### config.mk
export PLATFORM = sky130hd
export DESIGN_NAME = rand_key_collector
export DESIGN_NICKNAME = d
export VERILOG_FILES = /design/src/rtl/rand_key_collector.sv
export SDC_FILE = /design/constraint.sdc
export NUM_CORES = 1
export LEC_CHECK = 0
export ABC_AREA = 0
export ABC_CLOCK_PERIOD_IN_PS = 2230
export BUFFER_PORTS_ARGS = -buffer_cell sky130_fd_sc_hd__buf_2
export CAP_MARGIN = 5
export CELL_PAD_IN_SITES_DETAIL_PLACEMENT = 0
export CELL_PAD_IN_SITES_GLOBAL_PLACEMENT = 2
export CORE_MARGIN = 2
export CORE_UTILIZATION = 26
export DETAILED_ROUTE_END_ITERATION = 8
export PLACE_DENSITY_LB_ADDON = 0.2
export SLEW_MARGIN = 40
export SYNTH_ARGS = -nofsm -noshare
export SYNTH_HDL_FRONTEND = slang
export SYNTH_SLANG_ARGS = --single-unit
### constraint.sdc
create_clock -name i_clk -period 2.23 [get_ports i_clk]
set_input_delay 0.223 -clock i_clk [delete_from_list [all_inputs] [get_ports i_clk]]
set_output_delay 0.223 -clock i_clk [all_outputs]
set_load 0.05 [all_outputs]
### src/rtl/rand_key_collector.sv
// rand_key_collector: assembles KEY_BYTES random bytes into one private-key
// candidate, rejects invalid candidates and re-collects, then holds the
// accepted key under a valid/ack handshake.
// Optional macro KEY_RANGE_CHECK_EN: also reject keys >= secp256k1 order n.
//
// state   | meaning
// IDLE    | waiting for i_start
// COLLECT | accepting bytes from the random generator
// CHECK   | one-cycle validity check of the assembled candidate
// DONE    | key held with o_key_valid until i_key_ack
`timescale 1ns/1ps
module rand_key_collector #(
    parameter int KEY_BYTES = 32,
    parameter int SKIP      = 0
) (
    input  logic                   i_clk,
    input  logic                   i_reset,
    input  logic [7:0]             i_rand_data,
    input  logic                   i_rand_valid,
    input  logic                   i_start,
    input  logic                   i_key_ack,
    output logic [8*KEY_BYTES-1:0] o_key,
    output logic                   o_key_valid,
    output logic                   o_busy,
    output logic [7:0]             o_retry_cnt
);
    localparam int KW = 8 * KEY_BYTES;
    localparam int CW = $clog2(KEY_BYTES + 1);
    localparam logic [CW-1:0] LAST_IDX = CW'(KEY_BYTES - 1);
    localparam logic [3:0]    SKIP_LD  = 4'(SKIP);

    typedef enum logic [1:0] {IDLE, COLLECT, CHECK, DONE} state_t;

    state_t        state;
    state_t        state_next;
    logic [CW-1:0] byte_cnt;
    logic [3:0]    skip_cnt;
    logic          accept;
    logic          last_byte;
    logic          key_bad;

    assign accept    = (state == COLLECT) && i_rand_valid && (skip_cnt == 4'd0);
    assign last_byte = accept && (byte_cnt == LAST_IDX);

`ifdef KEY_RANGE_CHECK_EN
    localparam logic [255:0] GROUP_ORDER =
        256'hFFFFFFFF_FFFFFFFF_FFFFFFFF_FFFFFFFE_BAAEDCE6_AF48A03B_BFD25E8C_D0364141;

    if (KEY_BYTES != 32) begin : g_key_bytes_check
        $error("rand_key_collector: KEY_RANGE_CHECK_EN requires KEY_BYTES=32");
    end

    assign key_bad = (o_key == '0) || (o_key >= KW'(GROUP_ORDER));
`else
    assign key_bad = (o_key == '0);
`endif

    // Next-state decode.
    always_comb begin
        state_next = state;
        case (state)
            IDLE:    if (i_start)   state_next = COLLECT;
            COLLECT: if (last_byte) state_next = CHECK;
            CHECK:   state_next = key_bad ? COLLECT : DONE;
            DONE:    if (i_key_ack) state_next = IDLE;
            default: state_next = IDLE;
        endcase
    end

    // State register; o_busy registered from the next state so it tracks state.
    always_ff @(posedge i_clk) begin
        if (i_reset) begin
            state  <= IDLE;
            o_busy <= 1'b0;
        end else begin
            state  <= state_next;
            o_busy <= (state_next == COLLECT) || (state_next == CHECK);
        end
    end

    // Key assembly, counters and handshake flag.
    always_ff @(posedge i_clk) begin
        if (i_reset) begin
            o_key       <= '0;
            o_key_valid <= 1'b0;
            o_retry_cnt <= 8'd0;
            byte_cnt    <= '0;
            skip_cnt    <= 4'd0;
        end else begin
            case (state)
                IDLE: begin
                    if (i_start) begin
                        o_key       <= '0;
                        o_retry_cnt <= 8'd0;
                        byte_cnt    <= '0;
                        skip_cnt    <= 4'd0;
                    end
                end
                COLLECT: begin
                    if (accept) begin
                        o_key    <= {o_key[KW-9:0], i_rand_data};
                        byte_cnt <= byte_cnt + 1'b1;
                        skip_cnt <= SKIP_LD;
                    end else if (i_rand_valid) begin
                        skip_cnt <= skip_cnt - 4'd1;
                    end
                end
                CHECK: begin
                    if (key_bad) begin
                        o_key    <= '0;
                        byte_cnt <= '0;
                        skip_cnt <= 4'd0;
                        if (o_retry_cnt != 8'hFF) o_retry_cnt <= o_retry_cnt + 8'd1;
                    end else begin
                        o_key_valid <= 1'b1;
                    end
                end
                DONE: begin
                    if (i_key_ack) o_key_valid <= 1'b0;
                end
                default: ;
            endcase
        end
    end
endmodule

Yosys cells after proc, flatten, opt, wreduce, memory -nomap -nowiden
Cells that the tools add are included. W data, S select, Z words.

Add/subtract/negate cells: 3. Equal/unequal tests: 14. Multiplexer cells: 25. Reduce and logical (&&, ||, !) cells: 14.

Operators with widths (number): $mux W256 (3); $pmux W256 S3 (1); $logic_not A256 Y1 (1); $mux W8 (3); $mux W6 (3); $pmux W6 S3 (1); $mux W4 (4); $pmux W8 S2 (1); $ne A2 B2 Y1 const B (6); $pmux W4 S3 (1); $reduce_and A4 Y1 (3); $add A8 B1 Y8 const B (1); $mux W2 (4); $ne A8 B8 Y1 const B (1); $pmux W2 S4 (1); $add A6 B1 Y6 const B (1); $eq A2 B2 Y1 const B (3); $eq A6 B5 Y1 const B (1); $eq A2 B1 Y1 const B (2); $logic_not A4 Y1 (1); $reduce_bool A2 Y1 (2); $sub A4 B1 Y4 const B (1); $logic_and A1 B1 Y1 (3); $ne A3 B3 Y1 const B (1); 6 further kinds (7).

Register bits: 278. Bits of input ports: 13. Output and inout port bits: 266.

Logic depth before layout (Yosys ltp)
Gate-level depths: netlist (run 1).

Depth in word-level cells: 8. Gate-level depth with buffers: 10. Gate-level depth less buffers: 9.

Worst setup path after synthesis (run 1)
Ideal clock, no wire load.

Kind: register to register. Start point: register o_key[173]. End point: register o_key[167]. Arrival time: 2275 ps. Required time: 2098 ps. Path slack: -177 ps. Stages on the path, launching flop included: 11. Clock period less this slack: 2407 ps. Path through: dfxtp_1 > nor4_1 > nand4_1 > nor4_2 > nand4_2 > a21o_1 > clkbuf_1 > buf_2 > clkbuf_1 > nand2_1 > a21oi_1.

Cells in the longest elaborated chain, start to end: 3.

RTL lines: from (decl) (RTL line 22) `output logic [8*KEY_BYTES-1:0] o_key,`; from (signal assigned) (RTL line 101) `o_key <= {o_key[KW-9:0], i_rand_data};`; $logic_not A256 Y1 (RTL line 55) `assign key_bad = (o_key == '0);`; $ne A2 B2 Y1 (no source line); $reduce_and A4 Y1 (no source line).

Every way passes these cells. A chain may end at the register's enable or synchronous reset.

Final worst setup path (run 1)
Start point: register o_key[205]. End point: register o_key[80].

Same word-level chain as after synthesis.

==> results of run 1 <==
[flip-flops by register name, summed over array words and instances (netlist names)]
signal,count
o_key,256
o_busy,1
o_key_valid,1
state,2
o_retry_cnt,8
skip_cnt,4
byte_cnt,6
[through the flow]
stage	util (%)	hold slack (ns)
after global routing	49.5	0.0759
final	49.5	0.0666
after global placement	38.5	0.464
after floorplan	-	0.352
after CTS	44.5	0.0230
after detailed placement	38.5	0.465
[power by group through the flow]
stage	Sequential [mW]	Combinational (mW)	Clock [mW]
floorplan	5.12	0.481	0
global placement	5.08	0.939	0
detailed placement	5.08	0.936	0
CTS	4.97	1.34	5.81
global route	4.97	1.90	6.03
finish	4.97	1.81	5.70
[worst max path at each step]
stage / from / endpoint / slack [ns] / depth (start not counted)
6_report: o_key[205]$_SDFFE_PP0P_ / o_key[80]$_SDFFE_PP0P_ / -0.48 / 13
4_1_cts: o_key[204]$_SDFFE_PP0P_ / o_retry_cnt[4]$_SDFFE_PP0P_ / -0.49 / 13
5_1_grt: o_key[195]$_SDFFE_PP0P_ / o_key[66]$_SDFFE_PP0P_ / -0.58 / 13
2_1_floorplan: o_key[174]$_SDFFE_PP0P_ / o_key[0]$_SDFFE_PP0P_ / -0.004 / 10
3_5_place_dp: o_key[205]$_SDFFE_PP0P_ / o_key[187]$_SDFFE_PP0P_ / -0.73 / 11
3_3_place_gp: o_key[32]$_SDFFE_PP0P_ / o_key[25]$_SDFFE_PP0P_ / -0.71 / 11
[critical path: cells and delay by family, from the launching register on]
family                 cells  cell delay (ns)
AND/OR/NAND/NOR            5             1.07
flip-flops                 1             0.35
buffers and inverters      6             0.92
AO/OA/AOI/OAI              2             0.24
[placed cells by master, fill, tap and decap left out, types with 3 or more instances in the layout]
| cell | n |
|---|---|
| sky130_fd_sc_hd__a211oi_2 | 3 |
| sky130_fd_sc_hd__a21o_4 | 3 |
| sky130_fd_sc_hd__a21oi_1 | 54 |
| sky130_fd_sc_hd__a21oi_2 | 203 |
| sky130_fd_sc_hd__a21oi_4 | 11 |
| sky130_fd_sc_hd__buf_12 | 37 |
| sky130_fd_sc_hd__buf_16 | 12 |
| sky130_fd_sc_hd__buf_2 | 278 |
| sky130_fd_sc_hd__buf_4 | 301 |
| sky130_fd_sc_hd__buf_6 | 26 |
| sky130_fd_sc_hd__buf_8 | 12 |
| sky130_fd_sc_hd__clkbuf_1 | 11 |
| sky130_fd_sc_hd__clkbuf_16 | 67 |
| sky130_fd_sc_hd__clkbuf_8 | 10 |
| sky130_fd_sc_hd__dfxtp_1 | 53 |
| sky130_fd_sc_hd__dfxtp_2 | 198 |
| sky130_fd_sc_hd__dfxtp_4 | 27 |
| sky130_fd_sc_hd__dlygate4sd3_1 | 8 |
| sky130_fd_sc_hd__ha_1 | 3 |
| sky130_fd_sc_hd__inv_1 | 6 |
| sky130_fd_sc_hd__nand2_1 | 480 |
| sky130_fd_sc_hd__nand2_2 | 19 |
| sky130_fd_sc_hd__nand2_4 | 26 |
| sky130_fd_sc_hd__nand2b_1 | 5 |
| sky130_fd_sc_hd__nand3_1 | 5 |
| sky130_fd_sc_hd__nand4_1 | 17 |
| sky130_fd_sc_hd__nor2_1 | 9 |
| sky130_fd_sc_hd__nor2b_1 | 3 |
| sky130_fd_sc_hd__nor3_1 | 4 |
| sky130_fd_sc_hd__nor4_1 | 52 |
| sky130_fd_sc_hd__nor4_2 | 8 |
| sky130_fd_sc_hd__nor4_4 | 9 |
| sky130_fd_sc_hd__o21ai_1 | 3 |
| sky130_fd_sc_hd__or3_1 | 7 |
[cell families (layout without fill, tap and decap cells)]
kind of cell | Yosys count | in the layout | synth area share, %
DFF | 278 | 278 | 53.5
muxes | 2 | 2 | 0.192
and+or+nand+nor | 656 | 656 | 26.8
buffers and inverters | 96 | 773 | 4.08
adders and majority gates | 3 | 3 | 0.361
AOI/OAI and AO/OA | 294 | 297 | 14.9
xor gates and xnor gates | 3 | 3 | 0.253
[layout make-up]
class | instances | area [um^2] | share of cell area [%]
Inverter | 6 | 22.5 | 0.115
Clock inverter | 5 | 47.5 | 0.242
Timing Repair Buffer | 704 | 6030 | 30.7
Tap cell | 525 | 657 | 3.35
Sequential cell | 278 | 5910 | 30.2
Clock buffer | 58 | 1100 | 5.63
Multi-Input combinational cell | 961 | 5840 | 29.8
[per-layer routing]
layer | track usage, % | up-vias
li1 | - | 5843
met1 | 28.1 | 5886
met2 | 33.1 | 301
met3 | 3.83 | 48
met4 | 4.09 | 2
met5 | 0 | -
[repair_timing]
| item | CTS | global route |
|---|---|---|
| pin swaps | 23 | 60 |
| endpoints found under the hold margin | 8 | 0 |
| endpoints found under the setup margin | 277 | 277 |
| hold buffers | 8 | 0 |
| buffers inserted | 32 | 7 |
| gates cloned | 13 | 39 |
| gates resized for setup | 104 | 340 |
==> impl_summary.md, run 1 <==
STA
Adding up every negative setup slack in the final design gives -117.17 ns. Setup repair after global routing could not meet its margin everywhere. After layout, the worst path uses 121% of the clock period.

The achievable frequency is 0.369 GHz. The smallest clock period supported by the final layout is computed as 2.71 ns. Setup violations remaining at the end of the flow were counted as 277.

The final count of hold timing violations came to 0. Across all setup checks in the final design, the least slack found is -0.479 ns. In this run the tightest slew margin relative to its limit is 48.5%. The max-slew violation count is 0. The final worst clock skew is 0.0138 ns. For the pin with the worst max-slew slack, the measured transition is 0.771 ns.

Yosys
The count of distinct cell types in the synthesized netlist is 43. The synthesized net count is 1348. After synthesis, the most frequently instantiated cells are sky130_fd_sc_hd__nand2_1 (526), sky130_fd_sc_hd__dfxtp_1 (278), sky130_fd_sc_hd__a21oi_1 (267). The most repeated cell in the gate-level netlist after synthesis is sky130_fd_sc_hd__nand2_1. The Yosys step of the flow raised 0 warnings. The sequential-to-total area share from yosys stat is 53.5%. The average size of a mapped cell is 7.81 um^2.

The largest area contributor in the netlist is sky130_fd_sc_hd__dfxtp_1. The mapped netlist covers 10400 um^2. The share of synthesized flip-flops with an asynchronous set or reset is 0%. The flip-flop cell with the highest count after synthesis is sky130_fd_sc_hd__dfxtp_1.

The top-area cell type share of the netlist area is 53.5%. The synthesis-stage register bit count is 278. The number of enable-type register cells in the synthesized netlist is 0. The synthesized instance count is 1332. After synthesis, the cell types taking the most area are sky130_fd_sc_hd__dfxtp_1 (53%), sky130_fd_sc_hd__nand2_1 (19%), sky130_fd_sc_hd__a21oi_1 (13%), sky130_fd_sc_hd__nor4_1 (3.9%), sky130_fd_sc_hd__buf_2 (2.5%).

Clock network
The number of H-tree levels is 2. The TritonCTS clock tree is done. The clock sink count is 278. The clock insertion delay at the later pin of the skew report is 0.51 ns. The cell at the root of the clock tree is sky130_fd_sc_hd__clkbuf_16. The maximum buffer depth of the clock tree is 3. The number of buffers created by CTS is 35. After clock tree synthesis, the clock-pin slew on the worst setup and hold paths is 0.06 ns.

Routing
The average wire per cell in the routed design is 18.9 um. After detailed routing, the wire length on met1 is 22.4 mm. Wire segments on met2 add up to 22.3 mm in the final route. After detailed routing, the number of remaining DRC violations is 0.

After detailed routing, the number of vias per cell comes to 4.76. The via count is 12100. The pre-antenna-repair detailed-routing pass consisted of 5 iterations. The DRC marker count from the first detailed-route iteration is 496. The detailed route wirelength on metal3 is 2.63 mm. The count of nets left with antenna violations once routing finished came out at 0. The uppermost metal layer occupied by signal nets is met5. For this block, the routed nets add up to 48.0 mm of wire.

Pwr
The share of power burned in the clock network is 45.7%. The power share of the sequential group is 39.8%. In this run the static leakage power is 8.46 nW. In this run the power density over the cells is 636 nW/um^2.

The maximum vdd drop is 0.000458 V. The cell internal power dissipation is 9.29 mW. The part of the total power dissipated in combinational logic is 14.5%. The switching power total is 3.19 mW. Summing internal, switching and leakage power gives 12.5 mW. The share of total power consumed by net switching is 25.6%.

Final layout
The number of fill cells in the layout is 3908. The relative area change from synthesis to final layout is 88.4%. At the end of the flow, the number of nets in the layout was 2002. The final instance area is 19600 um^2. The fraction of layout cells with a size suffix above 1 is 63.0%. The number of antenna diodes in the final layout is 0. Excluding fillers, the count of instances in the completed layout stands at 2537.

Worst setup path
The maximum cell stage delay along the critical path is 0.36 ns. The worst setup path is of the flip-flop to flip-flop kind. The required time at the endpoint of the critical path is 2.62 ns. The worst reg2reg path endpoint is o_key[80]$_SDFFE_PP0P_. Walking the worst path, the cells encountered are nor4_4 -> buf_4 -> nand4_1 -> nor4_4 -> buf_4 -> buf_6 -> and4_4 -> nor2_4 -> o21bai_4 -> buf_12 -> buf_12 -> clkbuf_16 -> a21oi_1. The peak fanout along the critical path is 8. The slowest cell on the critical path is sky130_fd_sc_hd__nor4_4.

The register-to-register setup slack is -0.48 ns. STA puts the critical path data arrival time at 3.10 ns. The kind of start point of the critical path is a flip-flop. The cell count of the worst reg-to-reg path is 13. The worst setup path is captured at a flip-flop. The launching point of the worst reg2reg path is o_key[205]$_SDFFE_PP0P_.

GRT
The first global-routing pass estimated 66.4 mm of wire. Global routing used 20.3% of the available tracks across all layers. The pin count of the biggest net entering global routing is 42. The via count of the first global-routing pass is 11600. The aggregate global routing overflow is 0. The initial antenna violation count is 2.

Floorplan
Measured along the x axis, the die boundary spans 204 um. The region available for standard cell placement spans 39600 um^2. For this configuration, the core starts out at a cell density of 26.3%. The full die area is 41600 um^2. For this design the top-level I/O count stands at 279. The initialized floorplan defines 73 standard-cell rows. The height of the die is 204 um.

Flow run
Max-cap violations in this run came to 0.

Placement
During placement, the flow inserted port buffers numbering 278. In this run the cell area measured after placement is 15300 um^2. Routability-driven placement finished with a final weighted congestion of 0.797. The placed wire-length estimate after detailed placement is 30.5 mm. The worst setup slack before clock tree synthesis is -0.735 ns. After detailed placement, the design holds a cell count of 2388.

Hold path
The worst hold path endpoint is o_key_valid$_SDFFE_PP0P_. The worst hold path passes through 4 cells. The launch point of the worst hold path is i_key_ack.

The min-delay analysis places its worst path in the category primary input to flip-flop.

Outcome
The checks that failed: setup timing. The run finished, with violations left.
No activity file was read; power rests on OpenSTA's default activity.
==> run 2: changes to the inputs <==
ABC_CLOCK_PERIOD_IN_PS = 2500   (was 2230)
CORE_UTILIZATION = 29   (was 26)
clock period = 2.5 ns   (was 2.23 ns; I/O delays follow)
==> run 2 against run 1 <==
The run still ends with setup timing left. Utilization down 0.21 points. Non-clock buffer count shrank 77. Total power is 14% lower. Global-route usage grew 0.29 points. Register-to-register slack gained 0.27 ns. Sequential power down 10%. Largest cell class is now sequential cells.
==> impl_summary.md, run 2 (synthesis gave the netlist of run 1 again) <==
Outcome
Run status: finished with violations (unchanged). Failing checks: setup timing (unchanged).

Placement
The worst setup slack before clock tree synthesis is -0.299 ns (was -0.735 ns). The global placer's final weighted congestion is 0.795 (was 0.797). The quantity of I/O buffers inserted on ports was 278 (unchanged). The cell total after placement is 2279 (was 2388).

The placed wire-length estimate after detailed placement is 28.0 mm (was 30.5 mm). The placed instance area came to 14600 um^2 (was 15300 um^2).

Clock network
The clock insertion delay at the later pin of the skew report is 0.50 ns (was 0.51 ns). The cell at the root of the clock tree is sky130_fd_sc_hd__clkbuf_16 (unchanged). The clock sink count is 278 (unchanged). The number of H-tree levels is 2 (unchanged). The maximum buffer depth of the clock tree is 3 (unchanged). The clock-pin slew on the worst setup and hold paths came to 0.06 ns (about the same).

The number of buffers created by CTS is 34 (was 35). The TritonCTS clock tree is done (unchanged).

Final layout
The fraction of layout cells with a size suffix above 1 is 43.3% (was 63.0%). Most frequent cells in the layout: sky130_fd_sc_hd__nand2_1 (481), sky130_fd_sc_hd__buf_2 (278), sky130_fd_sc_hd__dfxtp_1 (272), sky130_fd_sc_hd__buf_4 (267), sky130_fd_sc_hd__a21oi_1 (184) (was sky130_fd_sc_hd__nand2_1 (480), sky130_fd_sc_hd__buf_4 (301), sky130_fd_sc_hd__buf_2 (278), sky130_fd_sc_hd__a21oi_2 (203), sky130_fd_sc_hd__dfxtp_2 (198)). The number of standard cells in the final layout excluding fillers was 2389 (was 2537). The net count of the finished layout is 1921 (was 2002). The relative area change from synthesis to final layout came to 67.9% (was 88.4%).

The final instance area is 17500 um^2 (was 19600 um^2). The top register by number of flip-flops is o_key (unchanged). The end-of-flow core utilization is 49.3% (was 49.5%). The flip-flop count of the largest register, all copies and words added is 256 (unchanged).

The most common cell after layout, fill and taps aside is sky130_fd_sc_hd__nand2_1 (unchanged). Largest registers: o_key: 256 flops, o_retry_cnt: 8 flops, byte_cnt: 6 flops (unchanged). The number of diodes is 0 (unchanged).

Worst setup path
The required time at the endpoint of the critical path is 2.92 ns (was 2.62 ns). The origin of the worst setup path is o_key[19]$_SDFFE_PP0P_ (was o_key[205]$_SDFFE_PP0P_). The arrival time of the worst setup path was 3.14 ns (was 3.10 ns).

The kind of capture point of the worst setup path is a flip-flop (unchanged). The kind of start point of the critical path is a flip-flop (unchanged). The worst setup path category is flip-flop to flip-flop (unchanged). The launching point of the worst reg2reg path is o_key[19]$_SDFFE_PP0P_ (was o_key[205]$_SDFFE_PP0P_). The peak fanout along the critical path was 12 (was 8).

Floorplan
The height of the die is 193 um (was 204 um). The core area was 35500 um^2 (was 39600 um^2). The full die area is 37400 um^2 (was 41600 um^2).

The starting density of the core is 29.3% (was 26.3%). The number of placement rows is 69 (was 73). The die boundary width is 193 um (was 204 um). The number of primary I/O pins was 279 (unchanged).

STA
The final worst clock skew is 0.0160 ns (was 0.0138 ns). The worst hold margin was 0.0502 ns (was 0.0666 ns). The max-slew violation count is 0 (unchanged). The setup total negative slack is -38.11 ns (was -117.17 ns). The final count of hold timing violations is 0 (unchanged). The achievable frequency came to 0.368 GHz (was 0.369 GHz). Setup repair after global routing missed its margin: yes (unchanged). The actual transition at the worst max-transition pin came to 0.483 ns (was 0.771 ns). The final worst setup slack came to -0.214 ns (was -0.479 ns). The final number of setup-violating endpoints is 265 (was 277).

The worst relative slew slack was 67.5% (was 48.5%). The final critical path time including I/O delays and setup came to 2.71 ns (about the same). The final critical-path share of the clock period is 109% (was 121%).

Pwr
The power per standard cell area is 612 nW/um^2 (was 636 nW/um^2). The power consumption is 10.7 mW (was 12.5 mW). The static leakage is 7.66 nW (was 8.46 nW).

The maximum vdd drop came to 0.000368 V (was 0.000458 V).

Routing
The number of routed nets with antenna violations came to 0 (unchanged). The via count is 11400 (was 12100). The via count normalized by instance count is 4.77 (was 4.76).

The average wire per cell in the routed design is 17.9 um (was 18.9 um). The final routed wirelength across all metal layers was 42.7 mm (was 48.0 mm). The total DRC errors in the routed layout is 0 (unchanged).

The length of the first detailed-routing pass in iterations is 5 (unchanged). The DRC marker count from the first detailed-route iteration came to 569 (was 496).

GRT
The pin count of the biggest net entering global routing was 53 (was 42). The initial antenna violation count is 0 (was 2). The wire length of the first global-routing pass is 62.5 mm (was 66.4 mm). The aggregate global routing overflow came to 0 (unchanged). The total routing usage reported by global routing is 20.6% (was 20.3%). The via count of the first global-routing pass is 10800 (was 11600).

Flow run
The number of max-cap violations was 0 (unchanged).

Hold path
The type of the worst min-delay path was primary input to flip-flop (unchanged). The launch point of the worst hold path is i_reset (was i_key_ack).
==> run 2: cell types whose count changed in the layout (fill, tap and decap cells not counted), moves of 17 or more <==
| cell | change |
|---|---|
| sky130_fd_sc_hd__a21oi_2 | -120 |
| sky130_fd_sc_hd__buf_6 | -17 |
| sky130_fd_sc_hd__a21oi_1 | +130 |
| sky130_fd_sc_hd__dfxtp_1 | +219 |
| sky130_fd_sc_hd__dfxtp_4 | -27 |
| sky130_fd_sc_hd__dfxtp_2 | -192 |
| sky130_fd_sc_hd__buf_4 | -34 |
==> run 2: per-layer routing <==
metal | global-route usage [%] | vias to the layer above | wire (um)
li1 | - | 5655 | -
met1 | 29.3 | 5439 | 20200
met2 | 33.1 | 264 | 19900
met3 | 3.17 | 45 | 1940
met4 | 4.30 | 0 | 668
met5 | 0 | - | 0
==> run 2: worst paths after layout <==
path	slack (ns)	endpoint	depth (start not counted)
worst max-delay path	-0.21	o_key[111]$_SDFFE_PP0P_	12
worst min-delay path	0.05	byte_cnt[4]$_SDFFE_PP0P_	2
worst max register to register	-0.21	o_key[111]$_SDFFE_PP0P_	12
worst min register to register	0.47	o_key[254]$_SDFFE_PP0P_	2
==> run 2: final cells by class <==
cell class / count / area [um^2]
clock inverter: 5 / 28.8
multi-input combinational: 958 / 5110
clock buffer: 54 / 1100
fill: 3546 / 18000
tap: 461 / 577
timing repair buffer: 627 / 5060
inverter: 6 / 22.5
sequential: 278 / 5570
==> run 2: power breakdown <==
part | internal, mW | switching [mW] | leakage [nW] | total, mW
Clock | 3.01 | 1.90 | 0.562 | 4.91
Combinational | 0.604 | 0.723 | 4.86 | 1.33
Sequential | 4.45 | 0.0131 | 2.24 | 4.46
Total | 8.06 | 2.64 | 7.66 | 10.7
==> run 2: critical path, cell delays in order (launching register included) <==
cell and delay [ns]:
sky130_fd_sc_hd__dfxtp_1 0.33, sky130_fd_sc_hd__nor4_1 0.43, sky130_fd_sc_hd__nand4_1 0.21, sky130_fd_sc_hd__nor4_2 0.32, sky130_fd_sc_hd__buf_4 0.21, sky130_fd_sc_hd__nand4_4 0.12, sky130_fd_sc_hd__buf_6 0.14, sky130_fd_sc_hd__a21oi_4 0.14
sky130_fd_sc_hd__buf_12 0.17, sky130_fd_sc_hd__clkbuf_16 0.17, sky130_fd_sc_hd__clkbuf_16 0.16, sky130_fd_sc_hd__nand2_1 0.07, sky130_fd_sc_hd__a21oi_1 0.14
==> run 2: what timing repair did <==
action                     4_1_cts  5_1_grt
pin swaps                        8       45
gates cloned                     9       20
setup endpoints to repair      273      273
buffers inserted                13        4
gates resized for setup         41      176
hold endpoints to repair         8        0
hold buffers                     8        0
==> run 3: changes to the inputs <==
PLACE_DENSITY = 0.86   (was not set)
PLACE_DENSITY_LB_ADDON = not set   (was 0.2)
SLEW_MARGIN = 5   (was 40)
==> run 3 against run 2 <==
The flow still finishes with violations (setup timing). Sequential power is essentially flat. Combinational power is 30% lower. Via count fell by 2.8%. Global-route usage down 1.3 points. Maximum frequency is 6.7% higher. Sequential cell count unchanged. Critical path depth down 1. Die area unchanged. Final cell count fell by 2.5%. Non-clock buffer count decreased by 55. Sequential share of layout area grew 2.7 points. Routed wire length decreased by 9.8%.
==> impl_summary.md, run 3 (synthesis gave the netlist of run 1 again) <==
Outcome
Run status: finished with violations (unchanged). Failing checks: setup timing (unchanged).

Routing
The number of routed nets with antenna violations is 0 (unchanged). The total DRC errors in the routed layout is 0 (unchanged). The via count is 11100 (was 11400). The length of the first detailed-routing pass in iterations is 6 (was 5). The final routed wirelength across all metal layers was 38.5 mm (was 42.7 mm). The average wire per cell in the routed design is 16.6 um (was 17.9 um). The via count normalized by instance count was 4.76 (was 4.77). The DRC marker count from the first detailed-route iteration came to 585 (was 569).

Floorplan
The full die area was 37400 um^2 (unchanged). The number of placement rows is 69 (unchanged). The number of primary I/O pins is 279 (unchanged). The starting density of the core is 29.3% (unchanged). The die boundary width is 193 um (unchanged).

The core area is 35500 um^2 (unchanged). The height of the die was 193 um (unchanged).

Pwr
The static leakage was 6.88 nW (was 7.66 nW). The maximum vdd drop was 0.000511 V (was 0.000368 V). The power per standard cell area is 620 nW/um^2 (was 612 nW/um^2).

Flow run
The number of max-cap violations is 0 (unchanged).

GRT
The initial antenna violation count came to 0 (unchanged). The total routing usage reported by global routing is 19.4% (was 20.6%). The wire length of the first global-routing pass is 59.5 mm (was 62.5 mm). The via count of the first global-routing pass is 10500 (was 10800).

The pin count of the biggest net entering global routing came to 65 (was 53). The aggregate global routing overflow is 0 (unchanged).

Clock network
The clock-pin slew on the worst setup and hold paths came to 0.06 ns (about the same). The clock sink count is 278 (unchanged). The maximum buffer depth of the clock tree was 3 (unchanged).

The TritonCTS clock tree is done (unchanged). The cell at the root of the clock tree was sky130_fd_sc_hd__clkbuf_16 (unchanged). The number of H-tree levels is 1 (was 2). The clock insertion delay at the later pin of the skew report came to 0.55 ns (was 0.50 ns).

The number of buffers created by CTS is 31 (was 34).

Final layout
Most frequent cells in the layout: sky130_fd_sc_hd__nand2_1 (526), sky130_fd_sc_hd__buf_2 (278), sky130_fd_sc_hd__dfxtp_1 (276), sky130_fd_sc_hd__buf_4 (246), sky130_fd_sc_hd__a21oi_1 (218) (was sky130_fd_sc_hd__nand2_1 (481), sky130_fd_sc_hd__buf_2 (278), sky130_fd_sc_hd__dfxtp_1 (272), sky130_fd_sc_hd__buf_4 (267), sky130_fd_sc_hd__a21oi_1 (184)). The flip-flop count of the largest register, all copies and words added is 256 (unchanged). The top register by number of flip-flops is o_key (unchanged). The most common cell after layout, fill and taps aside is sky130_fd_sc_hd__nand2_1 (unchanged).

The multi-input gate area in the final layout is 4770 um^2 (was 5110 um^2). The number of fill cells in the layout came to 3541 (was 3546). The number of diodes is 0 (unchanged).

The fraction of layout cells with a size suffix above 1 came to 36.9% (was 43.3%). Largest registers: o_key: 256 flops, o_retry_cnt: 8 flops, byte_cnt: 6 flops (unchanged). The net count of the finished layout is 1863 (was 1921).

The relative area change from synthesis to final layout is 54.5% (was 67.9%). The area taken by flip-flops and latches is 5570 um^2 (about the same).

STA
The worst hold margin is 0.0332 ns (was 0.0502 ns). The final critical-path share of the clock period is 102% (was 109%). The worst relative slew slack is 67.8% (was 67.5%). The max-slew violation count came to 0 (unchanged). The final worst setup slack is -0.0439 ns (was -0.214 ns). Setup repair after global routing missed its margin: yes (unchanged).

The achievable frequency is 0.393 GHz (was 0.368 GHz). The final worst clock skew is 0.0103 ns (was 0.0160 ns). The final critical path time including I/O delays and setup is 2.54 ns (was 2.71 ns). The actual transition at the worst max-transition pin is 0.478 ns (was 0.483 ns).

The final number of setup-violating endpoints was 207 (was 265). The final count of hold timing violations is 0 (unchanged).

Placement
The global placer's final weighted congestion is 0.812 (was 0.795). The worst setup slack before clock tree synthesis is -0.346 ns (was -0.299 ns). The placed wire-length estimate after detailed placement is 27.9 mm (was 28.0 mm). The quantity of I/O buffers inserted on ports is 278 (unchanged).

Worst setup path
The peak fanout along the critical path is 17 (was 12). The arrival time of the worst setup path came to 2.98 ns (was 3.14 ns). The kind of start point of the critical path is a flip-flop (unchanged).

The worst setup path category was flip-flop to flip-flop (unchanged). The required time at the endpoint of the critical path is 2.93 ns (was 2.92 ns). The kind of capture point of the worst setup path is a flip-flop (unchanged).

Hold path
The type of the worst min-delay path is primary input to flip-flop (unchanged).
## run 3: cell count changes in the layout (fill, tap and decap cells not counted), moves of 5 or more
cell | before | now
sky130_fd_sc_hd__nand2_2 | 27 | 0
sky130_fd_sc_hd__nor4_2 | 5 | 14
sky130_fd_sc_hd__buf_4 | 267 | 246
sky130_fd_sc_hd__buf_6 | 9 | 3
sky130_fd_sc_hd__buf_16 | 15 | 2
sky130_fd_sc_hd__a21oi_2 | 83 | 49
sky130_fd_sc_hd__nand2_1 | 481 | 526
sky130_fd_sc_hd__clkbuf_16 | 56 | 36
sky130_fd_sc_hd__a21oi_1 | 184 | 218
sky130_fd_sc_hd__clkbuf_8 | 11 | 6
sky130_fd_sc_hd__nor4_1 | 58 | 51
sky130_fd_sc_hd__nand2_4 | 18 | 0
## run 3: worst max-delay path, cell delays in order, from the launching register on
cell                       delay, ns
sky130_fd_sc_hd__dfxtp_1        0.31
sky130_fd_sc_hd__nor4_1         0.46
sky130_fd_sc_hd__nand4_1        0.19
sky130_fd_sc_hd__nor4_2         0.29
sky130_fd_sc_hd__buf_4          0.19
sky130_fd_sc_hd__and4_4         0.25
sky130_fd_sc_hd__nor2_4         0.05
sky130_fd_sc_hd__o21bai_4       0.16
sky130_fd_sc_hd__buf_12         0.14
sky130_fd_sc_hd__buf_12         0.15
sky130_fd_sc_hd__buf_12         0.16
sky130_fd_sc_hd__a21oi_1        0.05
## run 3: path summary, 6_finish.rpt
| kind | from | endpoint | slack [ns] | cells past startpoint |
|---|---|---|---|---|
| worst min register to register | byte_cnt[1]$_SDFFE_PP0P_ | byte_cnt[1]$_SDFFE_PP0P_ | 0.48 | 2 |
| worst max-delay path | o_key[59]$_SDFFE_PP0P_ | o_key[210]$_SDFFE_PP0P_ | -0.04 | 11 |
| worst min-delay path | i_key_ack | o_key_valid$_SDFFE_PP0P_ | 0.03 | 4 |
| worst max register to register | o_key[59]$_SDFFE_PP0P_ | o_key[210]$_SDFFE_PP0P_ | -0.04 | 11 |
## run 3: metrics by stage
| stage | area (um^2) | TNS [ns] | utilization, % | cells | total power [mW] |
|---|---|---|---|---|---|
| final | 16100 | -4.55 | 45.3 | 2329 | 9.97 |
| after global routing | 16100 | -24.74 | 45.3 | 2329 | 10.4 |
| after global placement | 14300 | -67.58 | 40.4 | 2248 | 5.38 |
| after detailed placement | 14300 | -86.83 | 40.4 | 2248 | 5.38 |
| after CTS | 15600 | -1.32 | 43.9 | 2315 | 10.0 |
| after floorplan | 10400 | 0 | - | 1332 | 5.00 |
## run 3: area by class of cell
cell class                      instances  area share (%)
Sequential cell                       278            34.6
Multi-Input combinational cell        958            29.7
Timing Repair Buffer                  572            25.6
Clock buffer                           45            5.53
Tap cell                              461            3.59
Clock inverter                          9           0.802
Inverter                                6           0.140
## run 3: layer usage
metal / GRT usage (%) / vias to the layer above / part of all wire (%)
met5: 0 / - / 0
met4: 4.75 / 0 / 2.4
met3: 3.99 / 48 / 5.5
met2: 30.8 / 271 / 46
met1: 26.9 / 5246 / 46
li1: - / 5524 / -
## run 3: report_power, final
part	total (mW)	internal, mW	switching [mW]
sequential	4.46	4.45	0.0163
clock	4.57	2.75	1.82
combinational	0.931	0.365	0.566
total	9.97	7.56	2.40
## run 3: timing repair
action	4_1_cts	5_1_grt
pin swaps	7	1
gates cloned	1	6
endpoints found under the hold margin	8	0
resized for setup	15	70
hold buffers	8	0
endpoints found under the setup margin	275	272
buffers inserted	4	8
